--- src/rtl/swi_conditioner_if.sv ---
// swi_conditioner_if: raw switch input and conditioned outputs of swi_conditioner.
interface swi_conditioner_if #(
    parameter int NBITS = 8
);
    logic [NBITS-1:0] swi_raw;
    logic [NBITS-1:0] swi_clean;
    logic [NBITS-1:0] swi_rise;
    logic [NBITS-1:0] swi_fall;
    logic [NBITS-1:0] swi_toggle;
    logic             swi_changed;
    logic [7:0]       event_cnt;
    modport master (output swi_raw, input swi_clean, swi_rise, swi_fall, swi_toggle, swi_changed, event_cnt);
    modport slave (input swi_raw, output swi_clean, swi_rise, swi_fall, swi_toggle, swi_changed, event_cnt);
endinterface

--- src/rtl/swi_conditioner.sv ---
// swi_conditioner: 2-flop sync + per-bit debounce, rise/fall strobes and change counter.
// Define SWI_CONDITIONER_TOGGLE_EN to build the per-bit push-on/push-off toggle latches.
module swi_conditioner #(
    parameter int NBITS = 8,
    parameter int DEBOUNCE_CYCLES = 4,
    localparam int CNT_W = $clog2(DEBOUNCE_CYCLES + 1)
) (
    input logic clk_2,
    input logic rst_n,
    swi_conditioner_if.slave bus
);
    typedef enum logic {STABLE, PENDING} state_e;
    localparam logic [CNT_W-1:0] LAST = CNT_W'(DEBOUNCE_CYCLES - 1);
    logic [NBITS-1:0] sync1_q, sync1_d, sync2_q, sync2_d;
    logic [NBITS-1:0] clean_q, clean_d, rise_q, rise_d, fall_q, fall_d, done;
    logic [CNT_W-1:0] cnt_q [NBITS];
    logic [CNT_W-1:0] cnt_d [NBITS];
    state_e           state [NBITS];
    logic             changed_q, changed_d;
    logic [7:0]       event_cnt_q, event_cnt_d;
    always_comb begin
        sync1_d = bus.swi_raw;
        sync2_d = sync1_q;
        done = '0;
        clean_d = clean_q;
        rise_d = '0;
        fall_d = '0;
        for (int i = 0; i < NBITS; i++) begin
            state[i] = (sync2_q[i] != clean_q[i]) ? PENDING : STABLE;
            done[i] = (state[i] == PENDING) && (cnt_q[i] == LAST);
            cnt_d[i] = (state[i] == PENDING && !done[i]) ? cnt_q[i] + 1'b1 : '0;
            clean_d[i] = done[i] ? sync2_q[i] : clean_q[i];
            rise_d[i] = done[i] & sync2_q[i];
            fall_d[i] = done[i] & ~sync2_q[i];
        end
        changed_d = |(rise_d | fall_d);
        event_cnt_d = event_cnt_q + 8'(changed_d);
    end
    always_ff @(posedge clk_2 or negedge rst_n) begin
        if (!rst_n) begin
            sync1_q <= '0;
            sync2_q <= '0;
            clean_q <= '0;
            rise_q <= '0;
            fall_q <= '0;
            changed_q <= 1'b0;
            event_cnt_q <= '0;
            cnt_q <= '{default: '0};
        end else begin
            sync1_q <= sync1_d;
            sync2_q <= sync2_d;
            clean_q <= clean_d;
            rise_q <= rise_d;
            fall_q <= fall_d;
            changed_q <= changed_d;
            event_cnt_q <= event_cnt_d;
            cnt_q <= cnt_d;
        end
    end
`ifdef SWI_CONDITIONER_TOGGLE_EN
    logic [NBITS-1:0] toggle_q, toggle_d;
    always_comb toggle_d = toggle_q ^ rise_q;
    always_ff @(posedge clk_2 or negedge rst_n) begin
        if (!rst_n) toggle_q <= '0;
        else toggle_q <= toggle_d;
    end
    assign bus.swi_toggle = toggle_q;
`else
    assign bus.swi_toggle = '0;
`endif
    assign bus.swi_clean = clean_q;
    assign bus.swi_rise = rise_q;
    assign bus.swi_fall = fall_q;
    assign bus.swi_changed = changed_q;
    assign bus.event_cnt = event_cnt_q;
endmodule

--- src/flat_wrapper.sv ---
// flat-port wrapper written by rule: the top's interface ports become plain ports
module swi_conditioner_flat 
#(
    parameter int NBITS = 8,
    parameter int DEBOUNCE_CYCLES = 4,
    localparam int CNT_W = $clog2(DEBOUNCE_CYCLES + 1)
)
  (clk_2, rst_n, bus_swi_raw, bus_swi_clean, bus_swi_rise, bus_swi_fall, bus_swi_toggle, bus_swi_changed, bus_event_cnt);
  swi_conditioner_if #(.NBITS(NBITS)) bus_i ();
  input logic clk_2;
  input logic rst_n;
  input wire logic [$bits(bus_i.swi_raw)-1:0] bus_swi_raw;
  output wire logic [$bits(bus_i.swi_clean)-1:0] bus_swi_clean;
  output wire logic [$bits(bus_i.swi_rise)-1:0] bus_swi_rise;
  output wire logic [$bits(bus_i.swi_fall)-1:0] bus_swi_fall;
  output wire logic [$bits(bus_i.swi_toggle)-1:0] bus_swi_toggle;
  output wire logic [$bits(bus_i.swi_changed)-1:0] bus_swi_changed;
  output wire logic [$bits(bus_i.event_cnt)-1:0] bus_event_cnt;
  assign bus_i.swi_raw = bus_swi_raw;
  assign bus_swi_clean = bus_i.swi_clean;
  assign bus_swi_rise = bus_i.swi_rise;
  assign bus_swi_fall = bus_i.swi_fall;
  assign bus_swi_toggle = bus_i.swi_toggle;
  assign bus_swi_changed = bus_i.swi_changed;
  assign bus_event_cnt = bus_i.event_cnt;
  swi_conditioner #(.NBITS(NBITS), .DEBOUNCE_CYCLES(DEBOUNCE_CYCLES)) u_core (.clk_2(clk_2), .rst_n(rst_n), .bus(bus_i));
endmodule
--- config.mk ---
export PLATFORM = sky130hd
export DESIGN_NAME = swi_conditioner_flat
export DESIGN_NICKNAME = d
export VERILOG_FILES = /design/src/rtl/swi_conditioner_if.sv /design/src/rtl/swi_conditioner.sv /design/src/flat_wrapper.sv
export SDC_FILE = /design/constraint.sdc
export NUM_CORES = 1
export LEC_CHECK = 0
export CAP_MARGIN = 10
export CORE_MARGIN = 3
export CORE_UTILIZATION = 55
export DETAILED_ROUTE_END_ITERATION = 10
export GPL_TIMING_DRIVEN = 0
export HOLD_SLACK_MARGIN = 0.02
export PLACE_DENSITY_LB_ADDON = 0.05
export SLEW_MARGIN = 20
export SYNTH_ARGS = -nofsm -noshare
export SYNTH_HDL_FRONTEND = slang
export SYNTH_SLANG_ARGS = --single-unit
--- constraint.sdc ---
create_clock -name clk_2 -period 5.9 [get_ports clk_2]
set_input_delay 1.475 -clock clk_2 [delete_from_list [all_inputs] [get_ports clk_2]]
set_output_delay 1.475 -clock clk_2 [all_outputs]
set_load 0.1 [all_outputs]
==> metrics <==
total grt overflow 0; first-pass GRT wire length approximately 6800 microns; # IOs approximately 50; worst-path maximum fanout 4; Crit path max-delay family buffers and inverters; CTS Buf Count 9; crit-path cells clkdlybuf4s50_1; Yosys top cell area share 0.6734; DRT Pass-1 Iters 3; Layout fillers 323; clk slew on worst S/H paths 0.07 ns; WL/cell between 10 and 15 microns; Yosys top cell by area dfrtp_1; HPWL after DPL between 2000 and 3000 microns; max incr delay on CP 1.16 ns; Synth Register Bits 73; minimum clock period 3.388 ns; Slew Viols, Final 0; status complete, no violations; synthesized area 2713 sq um; layout cells sized above 1 0.09091; WS Path Type reg -> out; count of final hold-check violations 0; CTS Buffer Depth 2; most frequent cells in the layout dfrtp_1 (73), clkdlybuf4s50_1 (41), nor2_1 (31); worst path required time 4.43 ns; post-CTS setup buffers 0; DRC viols 0; Clock Tree Root clkbuf_8; Max-Cap Viols 0; Final ANT Viol Nets 0; CTS sink cnt 73; Layout Cells excl Fill 340; PD cells approximately 540 nW/um^2; Nets 298; clk_lat worst skew around 0.32 ns; Cells after DPL 324; Startpoint Class flip-flop; normalized max-slew margin 0.3341; Hold Crit Class reg -> reg; ant diodes 0; Detailed Route WL 3721 microns; Port Buffers 42; syn_area_per_cell 12.98 sq um; via count 1548; Gate Count Post-Synth approximately 210; Worst Clk Skew 0.004289 ns; # rows 24; worst slew pin tran 0.9957 ns; die height approximately 76 microns; Reg2Reg Setup Slack 3.74 ns; Final Instance Area 3445 sq um; area grow syn2layout 26.98%; commonest non-fill, non-tap cell in the layout dfrtp_1; initial antenna violation count 0; die width 76.23 microns; All-Layer GR Usage 0.1460; 1st-iter DRT viols 51; Ys Warns 0; H-tree level count 3; Post-CTS Hold Fix Bufs 0; fmax 295.2 MHz; Worst path slowest cell clkdlybuf4s50_1; final core utilization 0.7547; Pleak 1.707 nW; TritonCTS clock tree done; Peak VDD IR 0.3586 mV; RePlAce Congestion ~0.73; Crit. End Element output port; Synth area leaders dfrtp_1 (67%), ha_1 (8.3%), nor2_1 (4.3%), xor2_1 (3.2%), inv_1 (2.9%); Initial Util 0.5943; largest net degree at the start of global routing 39; placed inst area approximately 3300 sq um; Critical Path AT approximately 1.9 ns; Seq/Total Area, Yosys 0.6734; Vias/cell 4.553; number of global-route vias before repair 1576; die area around 5800 sq um; post-synth cell types 20; CP Buf/Inv Count 1; Pwr Total 1.845 mW; Final setup viols 0; PostCTS Resize Cnt 0; Setup TNS 0 ns; CORE AREA ~4600 sq um; unrepaired setup endpoints after global routing false; Final Cycle Share 0.5742
==> final timing paths <==
check,startpoint,endpoint,cells past startpoint
worst max-delay path,u_core.bus.swi_clean[7]$_DFFE_PN0N_,bus_swi_clean[7],1
worst min-delay path,u_core.sync1_q[3]$_DFF_PN0_,u_core.sync2_q[3]$_DFF_PN0_,0
worst max register to register,u_core.cnt_q[21]$_DFF_PN0_,u_core.bus.event_cnt[6]$_DFF_PN0_,9
worst min register to register,u_core.sync1_q[3]$_DFF_PN0_,u_core.sync2_q[3]$_DFF_PN0_,0
max in group asynchronous,rst_n,u_core.bus.swi_rise[7]$_DFF_PN0_,2
min in group asynchronous,rst_n,u_core.bus.swi_fall[5]$_DFF_PN0_,1
==> sequential cells by signal, indices dropped and copies added (netlist names) <==
| signal | flops |
|---|---|
| u_core.bus.swi_clean | 8 |
| u_core.cnt_q | 24 |
| u_core.bus.swi_changed | 1 |
| u_core.bus.swi_rise | 8 |
| u_core.bus.event_cnt | 8 |
| u_core.sync2_q | 8 |
| u_core.bus.swi_fall | 8 |
| u_core.sync1_q | 8 |
==> where the power goes <==
group | total (mW) | switching (mW) | internal, mW
Clock | 0.360 | 0.166 | 0.193
Combinational | 0.787 | 0.582 | 0.205
Sequential | 0.699 | 0.0802 | 0.618
Total | 1.85 | 0.829 | 1.02
==> routing by layer <==
layer,share of wire,global-route usage,vias to the layer above
li1,-,-,773
met1,0.45,0.1728,728
met2,0.49,0.2469,40
met3,0.051,0.04255,7
met4,0.013,0.06522,0
met5,0,0,-
==> synth_stat cells, drive strengths merged <==
library cell and instances:
nand2 8, xor2 10, and3b 4, nand2b 8, inv 21, nor3b 5
a22oi 4, and4 1, conb 1, nand4 2, buf 8, nor2 31
and3 1, nand3 2, ha 18, mux2 3, dfrtp 73, xnor2 4
o21ai 5
==> area by class of cell <==
class                   instances  area (sq um)  area share
flip-flops and latches         73          1827      0.5303
multi-input cells             114         773.2      0.2245
repair buffers                 43         437.9      0.1271
clock buffers                  10         127.6     0.03705
well taps                      65         81.33     0.02361
inverters                      21         78.83     0.02288
plain buffers                   8         60.06     0.01744
clock inverters                 6         58.81     0.01707
==> stage by stage <==
stage	setup WS [ns]	hold slack, ns
after CTS	2.493	0.3508
after global placement	0.9772	0.3324
after global routing	2.447	0.3586
after floorplan	3.471	0.3312
after detailed placement	2.867	0.3356
final	2.512	0.3481
==> cell families (layout without fill, tap and decap cells) <==
kind of cell | after synthesis | count (layout) | synth area share
compound gates | 9 | 9 | 0.02029
fa+ha+maj | 18 | 18 | 0.08303
simple gates | 62 | 62 | 0.1130
other cells | 1 | 8 | 0.001382
buf+inv | 29 | 88 | 0.05120
mux | 3 | 3 | 0.01245
xor+xnor | 14 | 14 | 0.04520
flops | 73 | 73 | 0.6734
==> worst reg2reg max path: stages (launching register included) <==
cell and delay [ns]:
dfrtp_1 0.39, ha_1 0.21, ha_1 0.23, a22oi_1 0.27
nand4_1 0.17, ha_1 0.24, ha_1 0.20, and3_1 0.17
nand3_1 0.10, xnor2_1 0.11
(Power assumes the default switching activity.)
